===== src/rtl/fetch_ctrl.sv =====
// Instruction fetch controller: drives the PC register write port and a single
// outstanding instruction-memory request. It also handles the stall buffer, redirect drain and halt.
module fetch_ctrl #(
    parameter int unsigned INC = 2
) (
    input  logic        clk,
    input  logic        rst_n,
    input  logic [15:0] pc,
    output logic [15:0] next_pc,
    output logic        pc_en,
    output logic        imem_req,
    output logic [15:0] imem_addr,
    input  logic        imem_ready,
    input  logic [15:0] imem_data,
    input  logic        stall,
    input  logic        redirect,
    input  logic [15:0] branch_target,
    input  logic        halt,
    output logic [15:0] instr,
    output logic        instr_valid
);

    typedef enum logic [2:0] {StStart, StFetch, StHold, StDrain, StHalted} state_e;

    localparam logic [15:0] IncStep = 16'(INC);

    state_e      state_q;
    logic [15:0] req_addr_q;
    logic [15:0] buffer_q;
    logic        halt_q;
    logic [15:0] pc_inc;
    logic        redir;
    logic        advance;

    assign pc_inc = pc + IncStep;

    // A redirect reloads the PC in every live state. A sequential advance happens only when an
    // instruction actually moves into instr.
    assign redir   = rst_n && redirect && (state_q != StHalted);
    assign advance = rst_n && !redirect && !halt &&
                     (((state_q == StFetch) && imem_ready && !stall) ||
                      ((state_q == StHold) && !stall));

    always_comb begin
        pc_en   = 1'b0;
        next_pc = pc;
        if (redir) begin
            pc_en   = 1'b1;
            next_pc = branch_target;
        end else if (advance) begin
            pc_en   = 1'b1;
            next_pc = pc_inc;
        end
    end

    assign imem_req  = (state_q == StFetch) || (state_q == StDrain);
    assign imem_addr = req_addr_q;

    always_ff @(posedge clk or negedge rst_n) begin
        if (!rst_n) begin
            state_q     <= StStart;
            req_addr_q  <= '0;
            buffer_q    <= '0;
            halt_q      <= 1'b0;
            instr       <= '0;
            instr_valid <= 1'b0;
        end else begin
            unique case (state_q)
                StStart: begin
                    if (redirect) begin
                        state_q     <= StFetch;
                        req_addr_q  <= branch_target;
                        instr_valid <= 1'b0;
                    end else if (halt) begin
                        state_q     <= StHalted;
                        instr_valid <= 1'b0;
                    end else begin
                        state_q    <= StFetch;
                        req_addr_q <= pc;
                    end
                end
                StFetch: begin
                    if (redirect) begin
                        instr_valid <= 1'b0;
                        buffer_q    <= '0;
                        // An unanswered request must complete before a new address is issued.
                        if (imem_ready) begin
                            req_addr_q <= branch_target;
                        end else begin
                            state_q <= StDrain;
                        end
                    end else if (halt) begin
                        instr_valid <= 1'b0;
                        if (imem_ready) begin
                            state_q <= StHalted;
                        end else begin
                            halt_q  <= 1'b1;
                            state_q <= StDrain;
                        end
                    end else if (imem_ready) begin
                        if (stall) begin
                            buffer_q <= imem_data;
                            state_q  <= StHold;
                        end else begin
                            instr       <= imem_data;
                            instr_valid <= 1'b1;
                            req_addr_q  <= pc_inc;
                        end
                    end
                end
                StHold: begin
                    if (redirect) begin
                        instr_valid <= 1'b0;
                        buffer_q    <= '0;
                        req_addr_q  <= branch_target;
                        state_q     <= StFetch;
                    end else if (halt) begin
                        instr_valid <= 1'b0;
                        state_q     <= StHalted;
                    end else if (!stall) begin
                        instr       <= buffer_q;
                        instr_valid <= 1'b1;
                        req_addr_q  <= pc_inc;
                        state_q     <= StFetch;
                    end
                end
                StDrain: begin
                    if (redirect) begin
                        halt_q <= 1'b0;
                    end else if (imem_ready) begin
                        if (halt_q) begin
                            state_q <= StHalted;
                        end else begin
                            state_q    <= StFetch;
                            req_addr_q <= pc;
                        end
                    end
                end
                StHalted: begin
                    instr_valid <= 1'b0;
                end
                default: begin
                    state_q <= StStart;
                end
            endcase
        end
    end

endmodule


===== config.mk =====
export PLATFORM = sky130hd
export DESIGN_NAME = fetch_ctrl
export DESIGN_NICKNAME = d
export VERILOG_FILES = /design/src/rtl/fetch_ctrl.sv
export SDC_FILE = /design/constraint.sdc
export NUM_CORES = 1
export LEC_CHECK = 0
export CAP_MARGIN = 20
export CORE_UTILIZATION = 50
export DETAILED_ROUTE_END_ITERATION = 8
export GPL_TIMING_DRIVEN = 0
export PLACE_DENSITY = 0.85
export RECOVER_POWER = 50
export SYNTH_ARGS = -nofsm -noshare
export SYNTH_HDL_FRONTEND = slang
export SYNTH_SLANG_ARGS = --single-unit

===== constraint.sdc =====
create_clock -name clk -period 6.3 [get_ports clk]
set_input_delay 0.945 -clock clk [delete_from_list [all_inputs] [get_ports clk]]
set_output_delay 0.945 -clock clk [all_outputs]
set_load 0.05 [all_outputs]

==> run metrics <==
Logic pwr share=a little over a quarter; FMAX=around 0.20 GHz; die height=around 86 um; drt total wl=approximately 12000 um; layout cells sized above 1=6.679%; GRT Total Usage=approximately 31%; post-CTS setup buffer count=0; CTS H-tree lvls=2; largest net degree at the start of global routing=41; YS warnings=0; Gate Count Post-Synth=around 430; top-area cell type share of the netlist area=between 30% and 40%; share of the cycle needed by the critical path after routing=just over 80%; Critical Path Source Type=input port; Final Net Count=593; PwrDens=about 160 nW/um2; Worst setup EP type=output port; Post-Route M1 WL=around 4500 um; vias=approximately 4000; CTS resizes=0; hold_buf cts=0; average wire per standard cell=roughly 18 um; post-synthesis sequential area ratio=37.43%; Post-synth EDFFs=0; post-synth top area cell=dfrtp_1; fin util=70.07%; Leak Pwr=between 0.0015 and 0.002 uW; GRT overflow=0; slowest stage delay, CP=slightly below 900 ps; share of total power in sequential cells=between 40% and 50%; Peak supply drop=approximately 0.13 mV; total power draw=between 700 and 800 uW; Worst-path clk slew=roughly 110 ps; Core Region=6832 um2; Slew Viols, Final=0; max cap viols=0; later-pin clock latency in the skew report=between 300 and 400 ps; Layout fillers=around 580; top-count cell post-synth=dfrtp_1; syn_area_per_cell=between 8 and 9 um2; Worst Hold Path EP=imem_addr[8]; mux contribution to synthesized area=under 10%; Hold Fails Final Rpt=0; Tightest Hold Check Type=flip-flop to flip-flop; CTS root buffer=clkbuf_8; PortBufs=just over 100; Tmin final=roughly 5100 ps; DRT Pass-1 Iters=7; Die ar.=between 7000 and 8000 um2; RSZ-0062 raised after global routing=false; drt drc=0; Crit Path Max Fanout=40; ys flop type=dfrtp_1; synthesis-to-layout area growth=35.10%; Syn Std Cell Area=about 3500 um2; Worst Hold Depth=2; antenna viol nets, final=0; FF-to-FF path depth=7; Final GP Congestion=just over 0.9; number of global-route vias before repair=around 3800; Post-Synth XOR/XNOR Area=0.7415%; critical path cell sequence=buf_2 -> buf_12 -> inv_1 -> a211oi_2 -> clkbuf_1 -> nand2_1 -> o311ai_1 -> clkdlybuf4s50_1; R2R setup slack=roughly 4100 ps; Num CTS Buffers=5; Slew headroom=between 40% and 50%; Yosys cell types=65; die span in x=approximately 86 um; Setup CP Type=input port to output port; #FFs+latches synth=between 50 and 60; synth top area cells=dfrtp_1 (37%), mux2i_1 (5.4%), o21ai_0 (4.9%); synthesized-area fraction occupied by adder cells=0.6356%; Post-Synth Simple-Gate Area=between 10% and 20%; Syn Nets=around 480; Switching Fraction=between 30% and 40%; Inserted Diodes=0; antenna violations before repair=0; status=complete, no violations; routed length on met2=around 5600 um; clock skew=roughly 10 ps; met3 WL=roughly 1100 um; Clock Power Share=~27%; drt initial violations=approximately 400; top sig layer=met4; critical path's top delay family=buffers and inverters; Psw=about 270 uW; CTS sink cnt=between 50 and 60; Initial Utilization=51.87%; Critical R2R Launch=state_q[0]; CTS tree=yes; num rows=30; hold path startpoint=imem_addr[8]; FF-to-FF End=imem_addr[9]; largest family of logic cells by synthesized area=compound AO/OA/AOI/OAI gates; Crit path arrival time=slightly above 4000 ps; Max Root-Sink Buffers=2; Synth Area in Compound Gates=~29%; IO Count=105; CP Data Required Time=roughly 5400 ps; Final setup viols=0; Slowest-stage cell, CP=clkdlybuf4s50_1; hpwl dp=8292 um; Post-synth top cells=dfrtp_1 (53), nor2_1 (40), o21ai_0 (35); async set-reset flop share out of synthesis=100.0%; slew of the pin with the lowest slew margin=roughly 850 ps; Via density=roughly 6.3; first-pass GRT wire length=18280 um; Crit path buffers/inverters=5; Internal=519.2 uW
[through the flow]
stage,TNS [ps],hold WS (ps),instances,cell area (um2),setup WS (ps)
floorplan,0,511.7,429,3543,2088
global placement,-8744,465.3,626,4674,-674.9
detailed placement,0,467.5,627,4690,1308
CTS,0,492.1,635,4787,1257
global route,0,509.4,635,4787,1040
finish,0,482.3,635,4787,1224
[logic make-up (layout without fill, tap and decap cells)]
logic type | after synthesis | in the layout
adder cells (fa/ha/maj) | 2 | 2
flip-flops | 53 | 53
AO/OA/AOI/OAI | 152 | 152
XOR/XNOR | 3 | 3
buffers and inverters | 60 | 170
AND/OR/NAND/NOR | 135 | 135
multiplexers | 24 | 24
[worst reg2reg max path, delay by kind of cell (launching register included)]
family	cells	cell delay, ps
AO/OA/AOI/OAI	4	790
buffers and inverters	2	660
flip-flops	1	430
AND/OR/NAND/NOR	1	220
[layer usage]
metal / vias to the layer above / GRT usage, %
met3: 48 / 6.476
met5: - / 0
met4: 0 / 15.61
li1: 1812 / -
met1: 1854 / 37.38
met2: 276 / 52.74
[power groups by stage]
stage,sequential (uW),clock [uW],combinational (uW)
finish,368,215,206
global route,370,232,218
CTS,368,219,208
detailed placement,375,0,207
global placement,374,0,203
floorplan,414,0,69.3
[state kept, by name (all words and copies together), names as in the netlist]
| signal | count |
|---|---|
| buffer_q | 16 |
| imem_addr | 16 |
| instr | 16 |
| state_q | 3 |
| halt_q | 1 |
| instr_valid | 1 |
[worst max-delay path by stage]
stage / from / endpoint / slack, ps / depth (start not counted)
after floorplan: halt / next_pc[4] / 2090 / 4
final: rst_n / next_pc[3] / 1220 / 8
after global routing: rst_n / next_pc[3] / 1040 / 8
after global placement: rst_n / next_pc[2] / -670 / 7
after detailed placement: rst_n / next_pc[3] / 1310 / 8
after CTS: rst_n / next_pc[3] / 1260 / 8
[layout by cell type (no fill, tap or decap), types with 5 or more instances in the layout]
master,n
mux2_2,5
dfrtp_1,53
nand2_1,29
clkbuf_1,21
clkbuf_8,5
dlygate4sd3_1,25
mux2i_1,19
o21ai_0,35
a21oi_1,30
nor2_1,40
or3_1,5
inv_1,28
o22ai_1,5
a221o_1,6
o311ai_1,7
a221oi_1,7
nand3_1,28
clkdlybuf4s50_1,75
o21ai_1,13
buf_2,10
[layout make-up]
type / instances / area, um2 / share of cell area (%)
Buffer: 31 / 135.1 / 2.823
Clock buffer: 5 / 68.82 / 1.438
Clock inverter: 3 / 28.78 / 0.6012
Inverter: 29 / 108.9 / 2.274
Multi-Input combinational cell: 316 / 1973 / 41.22
Sequential cell: 53 / 1326 / 27.71
Tap cell: 96 / 120.1 / 2.509
Timing Repair Buffer: 102 / 1026 / 21.43
Power figures use the tool's default switching activity.
==> variant 1: new RTL, same flow settings <==
Encoding of `state_e`: now one-hot (5 bits for 5 states).
--- a/src/rtl/fetch_ctrl.sv
+++ b/src/rtl/fetch_ctrl.sv
@@ -22,3 +22,3 @@
 
-    typedef enum logic [2:0] {StStart, StFetch, StHold, StDrain, StHalted} state_e;
+    typedef enum logic [4:0] {StStart = 5'b00001, StFetch = 5'b00010, StHold = 5'b00100, StDrain = 5'b01000, StHalted = 5'b10000} state_e;
 
Function: same outputs for any inputs over 4 cycles, from zero or initial values and one cycle with rst_n low; so few cycles prove little.
==> variant 1 against the unedited design <==
Final cell count is 1.7% higher; global-route usage is 1.5 points lower; synthesized area rose by 4.5%; final area grew 2.6%; sequential cell count up 2; sequential share of layout area up 0.35 points; setup slack worse by 42 ps; wire length fell by 1.8%; synthesized cell count rose by 2.6%; count of clock-buffer cells in the layout is the same; largest cell class unchanged; highest routed layer unchanged.
Power is not compared: it rests on default switching activity, and its combinational part moved more than twofold at a synthesized area within 25%.
==> variant 1: results (changes against the unedited design) <==
[cts]
clockBufferDepth = 2  ; unchanged
cts_root_buf = clkbuf_8  ; unchanged
cts_max_level = 2  ; unchanged
ctsResizeCount = 0  ; unchanged
path_clk_slew_ps = 110  ; about the same
clk_latency_ps = 320  ; about the same
numCtsBuffers = 5  ; unchanged
post_cts_buffers = 0  ; unchanged

[worst_setup_path]
r2r_cells = 7  ; unchanged
crit_fanout = 43  ; was 40
cp.arrival_ps = 4170  ; was 4130 ps
worst_path_largest_cell_delay_ps = 810  ; was 870 ps
cp_slowest_cell = clkdlybuf4s50_1  ; unchanged
rr_endpoint = imem_addr[13]$_DFFE_PN0P_  ; was imem_addr[9]$_DFFE_PN0P_
rr_startpoint = state_q[4]$_DFFE_PN0P_  ; was state_q[0]$_DFFE_PN0P_
crit_start = rst_n  ; unchanged
r2r_slack_ps = 3980  ; was 4070 ps
critical_path.endpoint = next_pc[14]  ; was next_pc[3]
cp_top_family = buffers and inverters  ; unchanged

[global_route]
grt_pass1_wl_um = 17700  ; was 18300 um
grt_max_degree = 44  ; was 41
grt_util_met2_pct = 48.8  ; was 52.7%
grt.total_usage_pct = 29.6  ; was 31.1%
grt_pass1_vias = 3683  ; was 3809
use_met3_pct = 6.41  ; was 6.48%
met1_usage_pct = 37.8  ; was 37.4%
antenna_found_initial = 0  ; unchanged

[synth]
synth.area.top_cells = dfrtp_1 36%, nor2_1 5.8%, a21oi_1 5.5%, nand2_1 5.1%, mux2i_1 4.9%  ; was dfrtp_1 37%, mux2i_1 5.4%, o21ai_0 4.9%, a21oi_1 4.2%, nor2_1 4.2%
syn-num-nets = 495  ; was 484
synth-main-ff-cell = dfrtp_1  ; unchanged
yosysSeqAreaShare_pct = 37.2  ; was 37.4%
yosysWarnings = 0  ; unchanged
ys_types = 61  ; was 65
yosys-top-cells-count = 57 x nor2_1, 54 x dfrtp_1, 50 x nand2_1  ; was 53 x dfrtp_1, 40 x nor2_1, 35 x o21ai_0
synthArstFlopShare_pct = 100  ; unchanged

[min_path]
holdPathStages = 2  ; unchanged
hold_class = reg -> reg  ; unchanged

[final_layout]
diodes = 0  ; unchanged
drive_gt1_share_pct = 8.59  ; was 6.68%
final_net_count = 601  ; was 593

[pwr]
total_leakage_power_nw = 2.03
p_sw_share_pct = 51.5
ir_drop_mv = 0.249

[placed_design]
place.gp.congestion = 0.925  ; was 0.930
pre_cts_ws_ps = 1370  ; was 1310 ps
detailed_place_hpwl_um = 8340  ; was 8290 um
port-buffer-count = 98  ; was 101

[drt]
initialDrtViolationCount = 356  ; was 401
wl_per_cell_um = 17.6  ; was 18.3 um
first_pass_iters = 5  ; was 7
vias_per_cell = 6.02  ; was 6.28

[timing]
tightestPinTransition_ps = 1080  ; was 853 ps
fin_skew_ps = 5.36  ; was 9.98 ps
fin_crit_sh_pct = 81.2  ; was 80.6%

[outcome]
status = completed  ; unchanged

[variant 1: cells by family (layout without fill, tap and decap cells)]
logic type                 count (synthesis)  count (layout)  synth area share (%)
xor gates and xnor gates                  28              28                  6.62
DFF                                       55              55                  37.2
adders and majority gates                  1               1                 0.338
muxes                                     22              22                  6.08
buffers and inverters                     40             147                  5.10
AOI/OAI and AO/OA                        141             141                  25.1
and+or+nand+nor                          153             153                  19.5
[variant 1: worst min path at each step]
stage	startpoint	endpoint	slack, ps
after detailed placement	instr_valid$_DFFE_PN0P_	instr_valid$_DFFE_PN0P_	470
after CTS	buffer_q[3]$_DFFE_PN0P_	buffer_q[3]$_DFFE_PN0P_	500
after global placement	buffer_q[9]$_DFFE_PN0P_	buffer_q[9]$_DFFE_PN0P_	460
final	buffer_q[3]$_DFFE_PN0P_	buffer_q[3]$_DFFE_PN0P_	500
after floorplan	buffer_q[0]$_DFFE_PN0P_	buffer_q[0]$_DFFE_PN0P_	450
after global routing	buffer_q[7]$_DFFE_PN0P_	buffer_q[7]$_DFFE_PN0P_	520
[variant 1: power by group through the flow]
stage | Combinational [mW] | Clock, mW | Sequential, mW
6_report | 1.25 | 0.214 | 0.590
5_1_grt | 1.32 | 0.229 | 0.608
4_1_cts | 1.26 | 0.214 | 0.592
3_5_place_dp | 1.26 | 0 | 0.597
3_3_place_gp | 1.24 | 0 | 0.592
2_1_floorplan | 0.499 | 0 | 0.933
[variant 1: area by class of cell]
type	instances	area, sq um
Buffer	37	176
Clock inverter	3	22.5
Sequential cell	55	1380
Fill cell	591	2300
Multi-Input combinational cell	345	2140
Tap cell	99	124
Clock buffer	5	68.8
Timing Repair Buffer	99	995
Inverter	3	11.3
[variant 1: through the flow]
step / util, % / hold slack, ps / std cells / cell area (sq um)
final: 68.1 / 501 / 646 / 4910
after global routing: 68.1 / 525 / 646 / 4910
after CTS: 68.1 / 502 / 646 / 4910
after detailed placement: 66.8 / 474 / 638 / 4820
after global placement: 66.6 / 462 / 637 / 4810
after floorplan: - / 449 / 440 / 3700
[variant 1: layer usage]
layer | part of all wire (%) | vias up
li1 | - | 1793
met3 | 9.3 | 34
met2 | 47 | 235
met4 | 2.7 | 0
met1 | 40 | 1827
met5 | 0 | -
[variant 1: worst register-to-register path, delay by kind of cell (launching register included)]
kind / cells / cell delay, ps
AOI/OAI and AO/OA: 2 / 690
buffers and inverters: 2 / 550
DFF: 1 / 370
and+or+nand+nor: 3 / 620
==> variant 2: new RTL, config.mk and constraints unchanged <==
Without the edit above. Make the reset (`rst_n`) synchronous in one clocked block.
--- a/src/rtl/fetch_ctrl.sv
+++ b/src/rtl/fetch_ctrl.sv
@@ -58,3 +58,3 @@
 
-    always_ff @(posedge clk or negedge rst_n) begin
+    always_ff @(posedge clk) begin
         if (!rst_n) begin
Behaviour: not the same (Yosys sat finds a counterexample within 4 cycles, from zero or initial values and one cycle with rst_n low; the reset may be asserted at any time).
==> variant 2 against the unedited design <==
The flow now finishes with violations (design-rule violations); synthesized area fell by 3.2%; wire length is 5.0% higher; setup slack lost 580 ps; final area is 4.2% lower; utilization is 0.51 points higher; clock skew is 4.0 ps lower; sequential cell count stayed put; fmax fell by 10%; register-to-register slack worse by 500 ps; final cell count increased by 0.16%.
Power is not compared: it rests on default switching activity, and its combinational part moved more than twofold at a synthesized area within 25%.
==> variant 2: results (changes against the unedited design) <==
[worst_setup_path]
r2r_cells = 5  ; was 7
crit_fanout = 10  ; was 40

[global_route]
grt_pass1_wl_um = 19100  ; was 18300 um
met1_usage_pct = 44.6  ; was 37.4%
grt_pass1_vias = 3872  ; was 3809
grt.total_usage_pct = 33.4  ; was 31.1%
grt_max_degree = 19  ; was 41

[drt]
drc = 5  ; was 0
wl_met3_um = 1140  ; was 1130 um
vias = 4143  ; was 3990
initialDrtViolationCount = 452  ; was 401

[final_layout]
multi_input_area_share_pct = 46.6  ; was 41.2%
n_sequential_cell = 53  ; unchanged
layoutNonFillerInstCount = 636  ; was 635
final_net_count = 613  ; was 593
seq_area_share_pct = 23.1  ; was 27.7%
nNonClkBuffers = 138  ; was 133
clk_share_pct = 2.07  ; was 2.04%

[synth]
yosys-top-cells-count = 53 x dfxtp_1, 42 x nand2_1, 37 x nor2_1  ; was 53 x dfrtp_1, 40 x nor2_1, 35 x o21ai_0
synthArstFlopShare_pct = 0  ; was 100%
yosysSeqAreaShare_pct = 30.9  ; was 37.4%
ys_types = 62  ; was 65
synth.area.top_cells = dfxtp_1 31%, mux2i_1 5.8%, a21oi_1 5.0%, o21ai_0 4.7%, nand2_1 4.6%  ; was dfrtp_1 37%, mux2i_1 5.4%, o21ai_0 4.9%, a21oi_1 4.2%, nor2_1 4.2%

[outcome]
status = finished with violations  ; was completed
violations = design-rule violations

## variant 2: final timing paths
kind / from / endpoint / slack, ps
min reg2reg: buffer_q[14]$_SDFFE_PN0P_ / buffer_q[14]$_SDFFE_PN0P_ / 460
min: buffer_q[14]$_SDFFE_PN0P_ / buffer_q[14]$_SDFFE_PN0P_ / 460
max: halt / next_pc[1] / 640
max reg2reg: state_q[2]$_SDFFE_PN0P_ / instr[10]$_SDFFE_PN0P_ / 3570
## variant 2: cells by family (layout without fill, tap and decap cells)
logic type	after synthesis	count (layout)	share of synthesized area (%)
AND/OR/NAND/NOR	164	164	23.7
AO/OA/AOI/OAI	155	155	30.4
flip-flops	53	53	30.9
buffers and inverters	51	157	6.31
multiplexers	22	22	6.49
XOR/XNOR	7	7	1.79
adder cells (fa/ha/maj)	1	1	0.365
## variant 2: power by group
part | internal [mW] | total [mW] | switching (mW)
combinational | 0.209 | 0.628 | 0.419
clock | 0.0812 | 0.207 | 0.126
sequential | 0.380 | 0.407 | 0.0270
total | 0.671 | 1.24 | 0.572
